### src/rtl/bcd_pkg.sv
// Shared types and helpers for the serial BCD add/subtract engine.
//   bcd_digit_t : one packed BCD digit
//   state_t     : sequencer states
//   BCD_MAX     : largest legal BCD digit value
//   nines_comp  : nine's complement of a digit (used to turn a-b into a+(9..9-b)+1)
package bcd_pkg;

   typedef logic [3:0] bcd_digit_t;

   typedef enum logic [1:0] {
      IDLE,
      RUN,
      DONE
   } state_t;

   localparam bcd_digit_t BCD_MAX = 4'd9;

   // Illegal digits (>9) wrap here; their result digits are don't-care anyway.
   function automatic bcd_digit_t nines_comp(input bcd_digit_t d);
      return BCD_MAX - d;
   endfunction

endpackage

### src/rtl/bcd_serial_addsub_if.sv
// Request/response bundle of the serial BCD add/subtract engine.
//   start, sub, a, b              : request side (driven by master)
//   ready, done, result, cout, err : response side (driven by slave)
interface bcd_serial_addsub_if #(
   parameter int DIGITS = 4
);

   logic                  start;
   logic                  sub;
   logic [4*DIGITS-1:0]   a;
   logic [4*DIGITS-1:0]   b;
   logic                  ready;
   logic                  done;
   logic [4*DIGITS-1:0]   result;
   logic                  cout;
   logic                  err;

   modport master (
      output start, sub, a, b,
      input  ready, done, result, cout, err
   );

   modport slave (
      input  start, sub, a, b,
      output ready, done, result, cout, err
   );

endinterface

### src/rtl/bcd_full_adder.sv
// Combinational single-digit BCD adder.
//   a_i, b_i : BCD digits
//   c_i      : decimal carry in
//   sum_o    : BCD sum digit
//   c_o      : decimal carry out
module bcd_full_adder
   import bcd_pkg::*;
(
   input  bcd_digit_t a_i,
   input  bcd_digit_t b_i,
   input  logic       c_i,
   output bcd_digit_t sum_o,
   output logic       c_o
);

   logic [4:0] bin_sum;

   always_comb begin
      bin_sum = {1'b0, a_i} + {1'b0, b_i} + {4'b0000, c_i};
      c_o     = (bin_sum > {1'b0, BCD_MAX});
      // +6 skips the six unused codes; the mod-16 wrap drops the tens digit.
      sum_o   = c_o ? (bin_sum[3:0] + 4'd6) : bin_sum[3:0];
   end

endmodule

### src/rtl/bcd_serial_addsub.sv
// Multi-digit BCD add/subtract sequencer using one shared digit adder,
// one digit per cycle, least significant digit first.
//   clk    : rising-edge clock
//   rst_n  : asynchronous active-low reset
//   bus    : slave side of bcd_serial_addsub_if (start/sub/a/b in,
//            ready/done/result/cout/err out)
//
//   state | meaning
//   ------+---------------------------------------------------------------
//   IDLE  | ready=1, waiting for start; last result/cout/err held
//   RUN   | processing digit idx_q, carry chained through carry_q
//   DONE  | one-cycle done pulse, ready=0
module bcd_serial_addsub
   import bcd_pkg::*;
#(
   parameter int DIGITS = 4
) (
   input  logic                clk,
   input  logic                rst_n,
   bcd_serial_addsub_if.slave  bus
);

   localparam int W     = 4 * DIGITS;
   localparam int IDX_W = (DIGITS > 1) ? $clog2(DIGITS) : 1;
   localparam int SEL_W = $clog2(W);
   localparam logic [IDX_W-1:0] LAST_IDX = IDX_W'(DIGITS - 1);

   state_t           state_q;
   logic [IDX_W-1:0] idx_q;
   logic             carry_q;
   logic             sub_q;
   logic [W-1:0]     a_q;
   logic [W-1:0]     b_q;
   logic [W-1:0]     result_q;
   logic             cout_q;
   logic             err_q;
   logic             done_q;

   logic [SEL_W-1:0] base_d;
   bcd_digit_t       a_dig_d;
   bcd_digit_t       b_dig_d;
   bcd_digit_t       b_eff_d;
   bcd_digit_t       sum_d;
   logic             carry_d;
   logic             bad_d;

   always_comb begin
      base_d  = SEL_W'({idx_q, 2'b00});
      a_dig_d = a_q[base_d +: 4];
      b_dig_d = b_q[base_d +: 4];
      // Subtraction is a + nines(b) + 1, the +1 being the preset carry.
      b_eff_d = sub_q ? nines_comp(b_dig_d) : b_dig_d;
      bad_d   = (a_dig_d > BCD_MAX) | (b_dig_d > BCD_MAX);
   end

   bcd_full_adder u_digit_adder (
      .a_i   (a_dig_d),
      .b_i   (b_eff_d),
      .c_i   (carry_q),
      .sum_o (sum_d),
      .c_o   (carry_d)
   );

   always_ff @(posedge clk or negedge rst_n) begin
      if (!rst_n) begin
         state_q  <= IDLE;
         idx_q    <= '0;
         carry_q  <= 1'b0;
         sub_q    <= 1'b0;
         a_q      <= '0;
         b_q      <= '0;
         result_q <= '0;
         cout_q   <= 1'b0;
         err_q    <= 1'b0;
         done_q   <= 1'b0;
      end else begin
         case (state_q)
            IDLE: begin
               if (bus.start) begin
                  a_q      <= bus.a;
                  b_q      <= bus.b;
                  sub_q    <= bus.sub;
                  carry_q  <= bus.sub;
                  result_q <= '0;
                  err_q    <= 1'b0;
                  idx_q    <= '0;
                  state_q  <= RUN;
               end
            end
            RUN: begin
               result_q[base_d +: 4] <= sum_d;
               carry_q               <= carry_d;
               err_q                 <= err_q | bad_d;
               if (idx_q == LAST_IDX) begin
                  idx_q   <= '0;
                  cout_q  <= carry_d;
                  done_q  <= 1'b1;
                  state_q <= DONE;
               end else begin
                  idx_q <= idx_q + 1'b1;
               end
            end
            DONE: begin
               done_q  <= 1'b0;
               state_q <= IDLE;
            end
            default: begin
               done_q  <= 1'b0;
               state_q <= IDLE;
            end
         endcase
      end
   end

   assign bus.ready  = (state_q == IDLE);
   assign bus.done   = done_q;
   assign bus.result = result_q;
   assign bus.cout   = cout_q;
   assign bus.err    = err_q;

endmodule

### src/flat_wrapper.sv
// flat-port wrapper written by rule: the top's interface ports become plain ports
module bcd_serial_addsub_flat import bcd_pkg::*;
#(
   parameter int DIGITS = 4
)
  (clk, rst_n, bus_start, bus_sub, bus_a, bus_b, bus_ready, bus_done, bus_result, bus_cout, bus_err);
  bcd_serial_addsub_if #(.DIGITS(DIGITS)) bus_i ();
  input  logic clk;
  input  logic rst_n;
  input wire logic [$bits(bus_i.start)-1:0] bus_start;
  input wire logic [$bits(bus_i.sub)-1:0] bus_sub;
  input wire logic [$bits(bus_i.a)-1:0] bus_a;
  input wire logic [$bits(bus_i.b)-1:0] bus_b;
  output wire logic [$bits(bus_i.ready)-1:0] bus_ready;
  output wire logic [$bits(bus_i.done)-1:0] bus_done;
  output wire logic [$bits(bus_i.result)-1:0] bus_result;
  output wire logic [$bits(bus_i.cout)-1:0] bus_cout;
  output wire logic [$bits(bus_i.err)-1:0] bus_err;
  assign bus_i.start = bus_start;
  assign bus_i.sub = bus_sub;
  assign bus_i.a = bus_a;
  assign bus_i.b = bus_b;
  assign bus_ready = bus_i.ready;
  assign bus_done = bus_i.done;
  assign bus_result = bus_i.result;
  assign bus_cout = bus_i.cout;
  assign bus_err = bus_i.err;
  bcd_serial_addsub #(.DIGITS(DIGITS)) u_core (.clk(clk), .rst_n(rst_n), .bus(bus_i));
endmodule
### config.mk
export PLATFORM = sky130hd
export DESIGN_NAME = bcd_serial_addsub_flat
export DESIGN_NICKNAME = d
export VERILOG_FILES = /design/src/rtl/bcd_pkg.sv /design/src/rtl/bcd_serial_addsub_if.sv /design/src/rtl/bcd_full_adder.sv /design/src/rtl/bcd_serial_addsub.sv /design/src/flat_wrapper.sv
export SDC_FILE = /design/constraint.sdc
export NUM_CORES = 1
export LEC_CHECK = 0
export ABC_AREA = 0
export CORE_MARGIN = 2
export CORE_UTILIZATION = 51
export CTS_CLUSTER_SIZE = 24
export DETAILED_ROUTE_END_ITERATION = 7
export PLACE_DENSITY_LB_ADDON = 0.15
export SLEW_MARGIN = 5
export SYNTH_ARGS = -nofsm -noshare
export SYNTH_HDL_FRONTEND = slang
export SYNTH_SLANG_ARGS = --single-unit
### constraint.sdc
create_clock -name clk -period 5.3 [get_ports clk]
set_input_delay 1.06 -clock clk [delete_from_list [all_inputs] [get_ports clk]]
set_output_delay 1.06 -clock clk [all_outputs]
set_load 0.01 [all_outputs]
### Yosys cells after proc, flatten, opt, wreduce, memory -nomap -nowiden

Cells that the tools add are included.

* flip-flop bits (word level): 57
* input bits: 36
* output and inout bits: 20
* logic and storage cells: 54

* $add $sub $neg: 6
* $lt $le $gt $ge: 3
* equal/unequal tests: 4
* shifts and indexed selects: 4
* multiplexer cells: 17
* bitwise operators: 3
* reduce and logical (&&, ||, !) cells: 7

Operator list (number)
* $pmux W16 S2: 1
* $shiftx A16 B5 Y4: 2
* $bwmux W16: 1
* $mux W16: 1
* $shift A4 B6 Y16 const A: 1
* $shiftx A4 B6 Y16: 1
* $reduce_and A2 Y1: 5
* $gt A4 B4 Y1 const B: 2
* $mux W2: 4
* $mux W4: 2
* $pmux W2 S2: 2
* $neg A4 Y6: 1
* $pmux W1 S2: 3
* $add A4 B4 Y5: 1
* $add A5 B1 Y5: 1
* $gt A5 B4 Y1 const B: 1
* $add A4 B3 Y4 const B: 1
* $sub A4 B4 Y4 const A: 1
* $mux W1: 3
* $add A2 B1 Y2 const B: 1
* $eq A2 B1 Y1 const B: 1
* $eq A2 B2 Y1 const B: 1
* $logic_not A2 Y1: 1
* $ne A2 B1 Y1 const B: 1
* 4 further kinds: 5

### Depth between registers and ports, before layout

* depth in word-level cells: 10
* gate-level depth with buffers: 15
* depth with buffers taken out: 14

### Modules after synthesis

A second synthesis with hierarchy kept.

* cells, all modules: 261
* area, all modules: 2766.4 um^2

Modules (own cells, without submodules)
* bcd_serial_addsub: times used 1, cells each 239, area an instance 2555.0 um^2, seq. area each 1426.4 um^2
* bcd_full_adder: times used 1, cells each 22, area an instance 211.5 um^2, seq. area each 0.0 um^2

### Worst setup path before layout

OpenSTA, ideal clock, no wires.

* path kind: reg2reg
* from: register u_core.idx_q[0]
* to: register u_core.result_q[2] (netlist: u_core.bus.result[2])
* arrival: 3.565 ns
* required time: 5.168 ns
* setup slack: 1.602 ns
* cell stages (with the launch flop): 16
* clock period less this slack: 3.698 ns
* path through: dfrtp_1 -> buf_2 -> buf_2 -> mux4_2 -> xnor2_1 -> fa_1 -> inv_1 -> fa_1 -> xor2_1 -> inv_1 -> ha_1 -> nand2_1 -> nand3b_1 -> o31a_1 -> a311oi_2 -> o21ai_1

* word-level cells in the longest chain between the ends: 10

Ends and longest elaborated chain
* start: declaration: RTL line bcd_serial_addsub.sv:29 `logic [IDX_W-1:0] idx_q;`
* start signal: assignment: RTL line bcd_serial_addsub.sv:100 `idx_q <= idx_q + 1'b1;`
* $shiftx A16 B5 Y4: RTL line bcd_serial_addsub.sv:50 `b_dig_d = b_q[base_d +: 4];`
* $sub A4 B4 Y4: RTL line bcd_pkg.sv:20 `return BCD_MAX - d;`
* $mux W4: RTL line bcd_serial_addsub.sv:52 `b_eff_d = sub_q ? nines_comp(b_dig_d) : b_dig_d;`
* $add A4 B4 Y5: RTL line bcd_full_adder.sv:19 `bin_sum = {1'b0, a_i} + {1'b0, b_i} + {4'b0000, c_i};`
* $add A5 B1 Y5: RTL line bcd_full_adder.sv:19
* $add A4 B3 Y4 or $gt A5 B4 Y1 (tied branches): RTL line bcd_full_adder.sv:22, bcd_full_adder.sv:20
* $mux W4: RTL line bcd_full_adder.sv:22 `sum_o = c_o ? (bin_sum[3:0] + 4'd6) : bin_sum[3:0];`
* $shiftx A4 B6 Y16: RTL line bcd_serial_addsub.sv:91 `result_q[base_d +: 4] <= sum_d;`
* $bwmux W16 *: RTL line bcd_serial_addsub.sv:91
* $pmux W16 S2 *: RTL line bcd_serial_addsub.sv:77 `case (state_q)`
* end signal: indexed assignment: RTL line bcd_serial_addsub.sv:91
* end: declaration: RTL line bcd_serial_addsub.sv:34 `logic [W-1:0] result_q;`

Mark *: on every way between the ends. The rest lies on a longest branch, timed or not.
A chain may end at the register's enable or synchronous reset.

### Final worst setup path

* from: register u_core.idx_q[0]
* to: register u_core.result_q[6] (netlist: u_core.bus.result[6])

The elaborated chain is that of the path after synthesis.

==> metrics.cfg <==
[sta]
max_freq_ghz = 0.242
setup_slack_ps = 1160
setup_viol = 0
hold_violations = 0
rsz0062_at_grt = no
relSlewSlack_pct = 34.0
maxSlewViolCount = 0
skew_ps = 8.48
period_share_pct = 78.1
setup_tns_ps = 0
final.min_clock_period_ps = 4140
worst_pin_slew_ps = 988

[run_status]
status = finished clean

[synth]
ys.flop_type = dfrtp_1
syn-num-nets = 279
synthTopCellsByCount = 57 x dfrtp_1, 33 x mux2_2, 23 x nand2_1
async_flop_share_pct = 100
avgSynthCellArea_um2 = 12.2
synth-edff-count = 0
synth_warnings = 0
ys_ff_latch = 57
syn-cell-area_um2 = 2840
yosys-top-cells-area = dfrtp_1 50%, mux2_2 13%, mux4_2 6.4%
synth.distinct_cells = 41
synth_top_cell_area_share_pct = 50.3
yosysSeqAreaShare_pct = 50.3
yosys.cell_count.top_type = dfrtp_1
yosysTopAreaCell = dfrtp_1
synthCells = 232

[finish]
syn_to_final_growth_pct = 29.8
final_area_um2 = 3680
utilization_pct = 67.7
antenna_cells = 0
drive_gt1_share_pct = 22.0
nets = 337

[global_routing]
first_global_vias = 2081
grt_max_degree = 58
grt.total_usage_pct = 20.4
grt_pass1_wl_um = 9670
antenna_found_initial = 0
grt_overflow_total = 0

[setup_path]
endpoint_kind = register
cp.required_ps = 5510
criticalPathCategory = register to register
slowest_stage = dfrtp_1
max_stage_delay_ps = 840
worstPathMaxFanout = 16
arrival_ps = 4350
path_cells = mux4_2, xnor2_1, fa_1, inv_1, fa_1, xor2_1, inv_1, ha_1, nand2_1, nand3b_1, o31a_1, a311oi_2, o21ai_1
start_kind = register

[place]
dpl.hpwl_um = 3960
placed_cell_area_um2 = 3440
pre_cts_ws_ps = 1130
gp_congestion = 0.797
portBuffers = 55

[cts]
clock_latency_ps = 340
clockBufferDepth = 2
clock_sinks = 57
cts_hold_buf = 0
h-tree-depth = 3
cts_resized = 0
cts_root_buffer = clkbuf_8
postCtsSetupBuffers = 0
cts_tree = built
clk_pin_slew_ps = 70
cts_buffers = 9

[floorplanning]
rows = 27
die_w_um = 78.6
die-area_um2 = 6170
start_util_pct = 52.2
core_area_um2 = 5440
die_h_um = 78.6
io_pins = 56

[detailed_routing]
drc = 0
drt-pass1-iter-count = 4
wl_per_cell_um = 15.0
wl_met3_um = 206
viasPerCell = 5.37
postRouteAntennaNets = 0
drtIter0Drc = 115
wl_met1_um = 2510
routed_wl_um = 5500
top_layer = met4
dr_wl_met2_um = 2700
num_vias = 1969

[min_path]
hold_class = register to register

[run]
maxCapViolCount = 0

## worst paths after layout
kind	cells past startpoint	end	from	slack (ps)
hold / removal	2	u_core.bus.result[5]$_DFFE_PN0P_	u_core.bus.result[5]$_DFFE_PN0P_	480
setup reg to reg	13	u_core.bus.result[6]$_DFFE_PN0P_	u_core.idx_q[0]$_DFFE_PN0P_	1160
max in group asynchronous	2	u_core.a_q[8]$_DFFE_PN0P_	rst_n	3970
min in group asynchronous	2	u_core.bus.result[12]$_DFFE_PN0P_	rst_n	860
setup / recovery	13	u_core.bus.result[6]$_DFFE_PN0P_	u_core.idx_q[0]$_DFFE_PN0P_	1160
hold reg to reg	2	u_core.bus.result[5]$_DFFE_PN0P_	u_core.bus.result[5]$_DFFE_PN0P_	480
## worst max-delay path, delay by kind of cell, from the launching register on
kind | cells | cell delay [ps]
adders and majority gates | 3 | 910
DFF | 1 | 840
AOI/OAI and AO/OA | 3 | 780
muxes | 1 | 610
xor gates and xnor gates | 2 | 500
and+or+nand+nor | 2 | 220
buffers and inverters | 2 | 130
## metal layers
metal  up-vias  GRT usage (%)
met4         0           10.0
met1       969           26.7
met5         -              0
met2        46           32.4
met3         6           4.37
li1        948              -
## registers in the layout, indices dropped and copies added, names as in the netlist
signal,flops
u_core.a_q,16
u_core.b_q,16
u_core.bus.cout,1
u_core.bus.done,1
u_core.bus.err,1
u_core.bus.result,16
u_core.carry_q,1
u_core.idx_q,2
u_core.state_q,2
u_core.sub_q,1
## cells in the final DEF, fill, tap and decap left out, types with 3 or more instances in the layout
cell type	count
clkdlybuf4s50_1	54
clkinv_2	3
nand3_1	4
nor2b_1	3
o21ai_1	4
a21oi_1	5
dfrtp_1	57
a21o_1	7
ha_1	9
clkbuf_8	10
a22o_1	4
mux2_2	33
nor3_1	3
bufinv_16	3
inv_1	14
mux4_2	8
o21ai_0	11
o31ai_1	5
nand2_1	23
nor2_1	4
nand2b_1	3
## through the flow
stage | hold slack, ps | std cells
floorplan | 473 | 232
global placement | 463 | 351
detailed placement | 470 | 351
CTS | 485 | 367
global route | 501 | 367
finish | 478 | 367
## layout make-up
| class | count | area [um2] |
|---|---|---|
| clock buffer | 10 | 138 |
| clock inverter | 6 | 105 |
| fill | 431 | 1760 |
| inverter | 14 | 52.6 |
| multi-input combinational | 152 | 1320 |
| sequential | 57 | 1430 |
| tap | 72 | 90.1 |
| timing repair buffer | 56 | 553 |
## kinds of logic after synthesis
family	share of synthesized area (%)
DFF	50.3
and+or+nand+nor	9.93
AOI/OAI and AO/OA	10.2
muxes	19.9
buffers and inverters	3.31
adders and majority gates	5.38
xor gates and xnor gates	0.927
Power is left out: the tool's default activity adds up to more than one toggle a clock period on the data nets, which glitch-free logic cannot reach.
